## config.mk

```make
export PLATFORM = sky130hd
export DESIGN_NAME = rv32_mod_fetch
export DESIGN_NICKNAME = d
export VERILOG_FILES = /design/src/rtl/rv32_mod_fetch.sv
export SDC_FILE = /design/constraint.sdc
export NUM_CORES = 1
export LEC_CHECK = 0
export BUFFER_PORTS_ARGS = -buffer_cell sky130_fd_sc_hd__buf_2
export CORE_ASPECT_RATIO = 0.7
export CORE_MARGIN = 2
export CORE_UTILIZATION = 23
export DETAILED_ROUTE_END_ITERATION = 10
export PLACE_DENSITY = 0.48
export SLEW_MARGIN = 10
export SYNTH_ARGS = -nofsm -noshare
export SYNTH_HDL_FRONTEND = slang
export SYNTH_SLANG_ARGS = --single-unit
```

## constraint.sdc

```tcl
create_clock -name clk -period 6.1 [get_ports clk]
set_input_delay 0.61 -clock clk [delete_from_list [all_inputs] [get_ports clk]]
set_output_delay 0.61 -clock clk [all_outputs]
set_load 0.01 [all_outputs]
```

## src/rtl/rv32_mod_fetch.sv

```systemverilog
// rtl/rv32_mod_fetch.sv - rv32imc fetch stage: PC sequencing, word fetch, 16/32-bit instruction assembly
module rv32_mod_fetch #(
  parameter logic [31:0] RESET_VECTOR = 32'h0000_0000
) (
  input  logic        clk,
  input  logic        rst,
  output logic        imem_req,
  output logic [31:0] imem_addr,
  input  logic        imem_ack,
  input  logic [31:0] imem_rdata,
  input  logic        imem_err,
  input  logic        advance,
  input  logic        branch_taken,
  input  logic [31:0] branch_target,
  output logic        instr_valid,
  output logic [31:0] instr,
  output logic [31:0] instr_pc,
  output logic        instr_is_c,
  output logic        fault
);

  typedef enum logic [1:0] {S_REQ_LO, S_REQ_HI, S_HOLD, S_FAULT} state_t;

  state_t      r_state;
  logic [31:0] r_pc;
  logic [29:0] r_buf_addr;
  logic [31:0] r_buf_data;
  logic        r_buf_valid;
  logic [15:0] r_stash;
  logic        r_req;
  logic [31:0] r_addr;
  logic        r_instr_valid;
  logic [31:0] r_instr;
  logic [31:0] r_instr_pc;
  logic        r_instr_is_c;
  logic        r_fault;

  logic [15:0] w_fetch_half;
  logic        w_fetch_is_c;
  logic [31:0] w_next_pc;
  logic [15:0] w_buf_half;
  logic        w_buf_half_is_c;
  logic        w_buf_hit;

  assign w_fetch_half    = r_pc[1] ? imem_rdata[31:16] : imem_rdata[15:0];
  assign w_fetch_is_c    = (w_fetch_half[1:0] != 2'b11);
  assign w_next_pc       = branch_taken ? branch_target
                                        : r_pc + (r_instr_is_c ? 32'd2 : 32'd4);
  assign w_buf_half      = w_next_pc[1] ? r_buf_data[31:16] : r_buf_data[15:0];
  assign w_buf_half_is_c = (w_buf_half[1:0] != 2'b11);
  assign w_buf_hit       = r_buf_valid && (w_next_pc[31:2] == r_buf_addr);

  always_ff @(posedge clk) begin
    if (rst) begin
      r_state       <= S_REQ_LO;
      r_pc          <= RESET_VECTOR;
      r_buf_addr    <= '0;
      r_buf_data    <= '0;
      r_buf_valid   <= 1'b0;
      r_stash       <= '0;
      r_req         <= 1'b0;
      r_addr        <= '0;
      r_instr_valid <= 1'b0;
      r_instr       <= '0;
      r_instr_pc    <= '0;
      r_instr_is_c  <= 1'b0;
      r_fault       <= 1'b0;
    end else begin
      case (r_state)
        S_REQ_LO: begin
          if (!r_req) begin
            r_req  <= 1'b1;
            r_addr <= {r_pc[31:2], 2'b00};
          end else if (imem_ack) begin
            r_req <= 1'b0;
            if (imem_err) begin
              r_state       <= S_FAULT;
              r_fault       <= 1'b1;
              r_buf_valid   <= 1'b0;
              r_instr_valid <= 1'b0;
              r_instr_pc    <= r_pc;
            end else begin
              r_buf_addr  <= r_addr[31:2];
              r_buf_data  <= imem_rdata;
              r_buf_valid <= 1'b1;
              if (w_fetch_is_c || !r_pc[1]) begin
                r_instr       <= w_fetch_is_c ? {16'h0, w_fetch_half} : imem_rdata;
                r_instr_is_c  <= w_fetch_is_c;
                r_instr_pc    <= r_pc;
                r_instr_valid <= 1'b1;
                r_state       <= S_HOLD;
              end else begin
                // Upper half of this word starts a 32-bit instruction; fetch the next word.
                r_stash <= w_fetch_half;
                r_state <= S_REQ_HI;
              end
            end
          end
        end
        S_REQ_HI: begin
          if (!r_req) begin
            r_req  <= 1'b1;
            r_addr <= {r_pc[31:2] + 30'd1, 2'b00};
          end else if (imem_ack) begin
            r_req <= 1'b0;
            if (imem_err) begin
              r_state       <= S_FAULT;
              r_fault       <= 1'b1;
              r_buf_valid   <= 1'b0;
              r_instr_valid <= 1'b0;
              r_instr_pc    <= r_pc;
            end else begin
              r_buf_addr    <= r_addr[31:2];
              r_buf_data    <= imem_rdata;
              r_buf_valid   <= 1'b1;
              r_instr       <= {imem_rdata[15:0], r_stash};
              r_instr_is_c  <= 1'b0;
              r_instr_pc    <= r_pc;
              r_instr_valid <= 1'b1;
              r_state       <= S_HOLD;
            end
          end
        end
        S_HOLD: begin
          if (advance) begin
            if (w_next_pc[0]) begin
              r_state       <= S_FAULT;
              r_fault       <= 1'b1;
              r_buf_valid   <= 1'b0;
              r_instr_valid <= 1'b0;
              r_instr_pc    <= w_next_pc;
            end else begin
              r_pc <= w_next_pc;
              if (w_buf_hit && (w_buf_half_is_c || !w_next_pc[1])) begin
                r_instr      <= w_buf_half_is_c ? {16'h0, w_buf_half} : r_buf_data;
                r_instr_is_c <= w_buf_half_is_c;
                r_instr_pc   <= w_next_pc;
              end else if (w_buf_hit) begin
                r_stash       <= w_buf_half;
                r_req         <= 1'b1;
                r_addr        <= {w_next_pc[31:2] + 30'd1, 2'b00};
                r_instr_valid <= 1'b0;
                r_state       <= S_REQ_HI;
              end else begin
                r_req         <= 1'b1;
                r_addr        <= {w_next_pc[31:2], 2'b00};
                r_instr_valid <= 1'b0;
                r_state       <= S_REQ_LO;
              end
            end
          end
        end
        default: begin
          r_req         <= 1'b0;
          r_instr_valid <= 1'b0;
        end
      endcase
    end
  end

  assign imem_req    = r_req;
  assign imem_addr   = r_addr;
  assign instr_valid = r_instr_valid;
  assign instr       = r_instr;
  assign instr_pc    = r_instr_pc;
  assign instr_is_c  = r_instr_is_c;
  assign fault       = r_fault;

endmodule

```

== Word-level counts from Yosys, hierarchy flattened ==
Cells that the tools add are included.
Storage, ports and cells
  memory bits (read-only): 0
  memories: 0
  register bits: 212
  bits in latches: 0
  output and inout port bits: 100
  memory bits (writable): 0
Cells by class
  bitwise logic cells: 2
  reductions and logical operators: 22
  magnitude comparators: 0
  $mul: 0
  shifts and indexed selects: 0
  div/mod/pow operators: 0
  add/subtract/negate cells: 3
  multiplexer cells: 92
  eq/ne operators: 27
Operators by type and width (number)
  2-to-1 mux 32 bit: 28
  case mux 32 bit (3 select lines): 3
  2-to-1 mux 16 bit: 10
  adder 30 x 1 -> 30 bit (second input constant): 2
  inequality test 2 bit (second input constant): 18
  2-to-1 mux 1 bit: 34
  adder 32 x 3 -> 32 bit: 1
  case mux 16 bit (2 select lines): 1
  equality test 30 bit: 1
  2-to-1 mux 2 bit: 9
  AND reduction 7 bit: 2
  AND reduction 6 bit: 2
  AND reduction 11 bit: 1
  inequality test 3 bit (second input constant): 3
  AND reduction 9 bit: 1
  AND reduction 8 bit: 1
  inequality test 2 x 1 -> 1 bit (second input constant): 3
  case mux 1 bit (2 select lines): 3
  case mux 1 bit (3 select lines): 2
  case mux 2 bit (3 select lines): 1
  AND reduction 3 bit: 2
  AND reduction 5 bit: 1
  AND reduction 4 bit: 1
  nonzero test 2 bit: 2
  10 further kinds: 14

== Longest topological paths before layout ==
  word-level depth: 11
  mapped depth: 16
  depth with buffers taken out: 14

== Worst setup path before layout ==
OpenSTA, ideal clock, no wires.
  kind: register to register
  start point: register r_instr_is_c, in the netlist instr_is_c
  end point: register r_instr[10], in the netlist instr[10]
  data arrival time: 3981 ps
  setup time: 134 ps
  slack: 1984 ps
  data required time: 5966 ps
  period minus slack after synthesis: 4116 ps
  stages on the path, launching flop included: 16
  path through: dfxtp_1 > ha_1 > inv_1 > fa_1 > nand3b_1 > or4_1 > mux2_2 > and3_1 > nor4b_2 > and3_1 > nand4_1 > o21ai_1 > and2_1 > buf_2 > buf_2 > a211oi_1
Between the ends
  word-level cells in the longest chain between the ends: 10
  elaborated cells between the ends (all ways): 17
  those cells by class: add/sub (1); eq/ne (3); mux (8); reduce/logical (5)
Ends and longest elaborated chain
  from (decl): RTL line 35  | logic r_instr_is_c;
  from (signal assigned): RTL line 88  | r_instr_is_c <= w_fetch_is_c;
  from (signal assigned): RTL line 136  | r_instr_is_c <= w_buf_half_is_c;
  2-to-1 mux 3 bit (*): RTL line 48  | : r_pc + (r_instr_is_c ? 32'd2 : 32'd4);
  adder 32 x 3 -> 32 bit (*): RTL line 48
  2-to-1 mux 32 bit (*): RTL line 47  | assign w_next_pc = branch_taken ? branch_target
  2-to-1 mux 16 bit: RTL line 49  | assign w_buf_half = w_next_pc[1] ? r_buf_data[31:16] : r_buf_data[15:0];
  inequality test 2 bit: RTL line 50  | assign w_buf_half_is_c = (w_buf_half[1:0] != 2'b11);
  2-to-1 mux 32 bit: RTL line 135  | r_instr <= w_buf_half_is_c ? {16'h0, w_buf_half} : r_buf_data;
  2-to-1 mux 32 bit: RTL line 134  | if (w_buf_hit && (w_buf_half_is_c || !w_next_pc[1])) begin
  2-to-1 mux 32 bit: RTL line 126  | if (w_next_pc[0]) begin
  2-to-1 mux 32 bit: RTL line 125  | if (advance) begin
  case mux 32 bit (3 select lines): RTL line 69  | case (r_state)
  to (signal assigned): RTL line 87  | r_instr <= w_fetch_is_c ? {16'h0, w_fetch_half} : imem_rdata;
  to (signal assigned): RTL line 116  | r_instr <= {imem_rdata[15:0], r_stash};
  to (signal assigned): RTL line 135
  to (decl): RTL line 33  | logic [31:0] r_instr;
Every way passes the cells marked *; elsewhere a longest branch is shown, timed or not. The select of a mux whose other input is x is not followed.
A chain may end at the register's enable or synchronous reset.

== Worst setup path after layout ==
  start point: register r_instr_is_c, in the netlist instr_is_c
  end point: register r_instr_pc[20], in the netlist instr_pc[20]
Between the ends
  word-level cells in the longest chain between the ends: 9
  elaborated cells between the ends (all ways): 16
  those cells by class: add/sub (1); eq/ne (3); mux (7); reduce/logical (5)
Ends and longest elaborated chain
  2-to-1 mux 3 bit (*): RTL line 48
  adder 32 x 3 -> 32 bit (*): RTL line 48
  2-to-1 mux 32 bit (*): RTL line 47
  branches (longest 6 deep; another with equality test 30 bit)
  to (signal assigned): RTL line 118  | r_instr_pc <= r_pc;
  to (signal assigned): RTL line 131  | r_instr_pc <= w_next_pc;
  to (signal assigned): RTL line 137  | r_instr_pc <= w_next_pc;
  to (decl): RTL line 34  | logic [31:0] r_instr_pc;
Mark *: on every way between the ends. The select of a mux whose other input is x is not followed.

==> key figures <==
Outcome
  – Status: finished clean

Routing
  – DRC: 0
  – DR vias/cell: 5.50
  – Via count: 15.4k
  – DRT iter0 DRCs: 1,674
  – WL/cell: 23.9 µm
  – Final WL: 66,600 µm
  – Final ANT Viol Nets: 0
  – DRT Pass-1 Iters: 6

Floorplan
  – Floorplan die height: 209 µm
  – Initial Util: 0.231
  – Die area: 61,900 µm²
  – Rows: 75
  – I/O pin cnt: 170
  – Die W: 297 µm
  – Placeable core area: 59,600 µm²

STA
  – Fin. max-slew vios: 0
  – Slew HR: 0.212
  – Final period util: 0.907
  – RSZ-0062 raised after global routing: false
  – Total Neg Setup Slack: 0 ns
  – Final hold violation count: 0
  – Slew @ Worst Pin: 1.17 ns
  – FMAX: 181 MHz
  – Final clock skew: 0.0280 ns
  – Final setup violation count: 0
  – Tmin final: 5.54 ns

Placement
  – DP Wirelength: 48,200 µm
  – Final Wtd Congestion: 0.952
  – Placed Cells: 2,746
  – Port buffer count: 167

Run
  – Max-cap violations: 0

Synthesis
  – Area share of fa/ha/maj cells after synthesis: 0.00871
  – Sequential area share after synthesis: 0.305
  – Synth Area in Compound Gates: 0.281
  – Distinct cell type count after synthesis: 81
  – Yosys warnings: 0
  – Largest family of logic cells by synthesized area: compound AO/OA/AOI/OAI gates
  – Yosys reg bits: 210
  – Mapped Area: 13,800 µm²
  – Synth Flop Type: dfxtp_1
  – Synth Area in Simple Gates: 0.252
  – Post-synthesis mux area share: 0.0505
  – Post-synth EDFFs: 0
  – Asr flop ratio synth: 0
  – Syn_area_per_cell: 7.24 µm²
  – Xor/xnor share of the synthesized area: 0.0388
  – Mapped Cells: 1,905

Clock network
  – H-tree depth: 1
  – Setup Fix Bufs, Post-CTS: 0
  – CTS max path bufs: 3
  – Clock latency on the worst-skew pair: 0.57 ns
  – Hold-fix buffers, CTS: 0
  – CTS tree: yes
  – CTS Sinks: 210
  – CTS buffer count: 26
  – Post-cts sizing count: 0
  – Root buffer cell: clkbuf_16
  – CTS clk-pin slew, worst paths: 0.06 ns

GRT
  – Grt ovf: 0
  – Vias in the first global route: 13.7k
  – Largest net degree at the start of global routing: 84
  – Initial antenna violation count: 3
  – Gr usage total: 0.206
  – First-pass GRT wire length: 96,200 µm

Cells and area
  – Commonest non-fill, non-tap cell in the layout: nand2_1
  – Most frequent cells in the layout: nand2_1, a21oi_1, dfxtp_1
  – Fin cells: 2,793
  – Fill count: 6,573
  – Diodes inserted: 0
  – Ratio of cells with drive above 1 in the final layout: 0.152
  – Area grow syn2layout: 17.2%
  – Nets: 2,045

Power and ir drop
  – Max VDD drop: 0.276 mV
  – Static Leak: 5.68 nW
  – Pwr Density: 363 nW/µm²

Setup path
  – CP required: 6.49 ns
  – Data arrival, critical path: 5.93 ns
  – Critical Path Start Type: flop
  – CP Capture Type: flop
  – Worst Setup Path Type: flop to flop
  – CP max FO: 31

Hold path
  – Hold Path Class: primary input to flop
## routing by layer
layer,wire length [µm],up-vias,track usage
met4,1320,2,0.0406
met2,27600,681,0.296
met3,5800,73,0.0394
met5,13,-,0
li1,-,7053,-
met1,31900,7555,0.315
## cells by family after synthesis
kind of cell / after synthesis
simple gates: 730
compound gates: 613
buf+inv: 215
flops: 210
mux: 69
xor+xnor: 58
fa+ha+maj: 9
other cells: 1
## cell type report
type,instances,area [µm²],share of cell area
Clock inverter,9,83.8,0.00519
Timing Repair Buffer,217,1220,0.0753
Multi-Input combinational cell,1481,8770,0.543
Tap cell,808,1010,0.0626
Inverter,30,113,0.00697
Sequential cell,210,4200,0.260
Clock buffer,38,757,0.0468
## registers in the layout, indices dropped and copies added, names as in the netlist
register	cells
instr_is_c	1
fault	1
instr_pc	32
r_buf_valid	1
r_pc	31
instr	32
imem_addr	30
r_state	2
r_buf_addr	30
imem_req	1
r_stash	16
r_buf_data	32
instr_valid	1
## cell usage after synthesis (8+ instances only)
library cell	instances	area, µm²
nor2_1	124	465
buf_2	23	115
ha_1	8	100
xor2_1	31	272
nor2b_1	12	75.1
or3_1	13	81.3
buf_1	12	45.0
o41ai_1	14	123
mux2i_1	65	651
o221ai_1	13	114
a211oi_1	70	526
buf_4	10	75.1
and4_1	12	105
a22oi_1	18	135
nor3b_1	11	82.6
and3_1	17	106
nand2_1	316	1190
a22o_1	15	131
a21oi_1	247	1240
nor4_1	20	125
o211ai_1	12	90.1
nand3_1	60	300
nand4_1	31	194
nor3_1	52	260
dfxtp_1	210	4200
or4_1	15	113
and2_1	10	62.6
a31oi_1	32	200
inv_1	29	109
o21ai_0	101	505
a311oi_1	19	166
o31ai_1	9	67.6
xnor2_1	25	219
clkbuf_1	140	526
## through the flow
stage | setup WS (ns) | hold WS [ns] | power [mW] | cell area (µm²) | utilization
after floorplan | 1.98 | 0.437 | 3.31 | 13800 | -
after global placement | 0.866 | 0.445 | 4.25 | 15300 | 0.257
after detailed placement | 0.771 | 0.455 | 4.28 | 15300 | 0.257
after CTS | 0.758 | 0.287 | 5.86 | 16200 | 0.271
after global routing | 0.381 | 0.318 | 6.16 | 16200 | 0.271
final | 0.565 | 0.317 | 5.86 | 16200 | 0.271
## where the power goes
| group | total (mW) | internal [mW] | switching, mW |
|---|---|---|---|
| Sequential | 1.87 | 1.61 | 0.263 |
| Combinational | 2.42 | 0.762 | 1.66 |
| Clock | 1.57 | 0.902 | 0.665 |
| Total | 5.86 | 3.28 | 2.58 |
## critical path, cell delays in order (launching register included)
cell and delay (ns):
dfxtp_1 0.44, inv_1 0.07, ha_1 0.30, a21oi_1 0.07
buf_4 0.20, or4_1 0.81, or4_1 0.52, a31oi_2 0.43
xor2_1 0.25, nor4_1 0.69, and4_1 0.69, a21oi_1 0.21
nor2_2 0.11, buf_4 0.37, a311oi_1 0.16
## worst paths after layout
path,start,to,slack [ns],cells after the start
setup / recovery,instr_is_c$_SDFFE_PP0P_,instr_pc[20]$_SDFFE_PP0P_,0.56,14
hold / removal,imem_rdata[26],r_buf_data[26]$_SDFFE_PP0P_,0.32,3
setup reg to reg,instr_is_c$_SDFFE_PP0P_,instr_pc[20]$_SDFFE_PP0P_,0.56,14
hold reg to reg,instr[0]$_SDFFE_PP0P_,instr[0]$_SDFFE_PP0P_,0.46,2
Power figures use the tool's default switching activity.
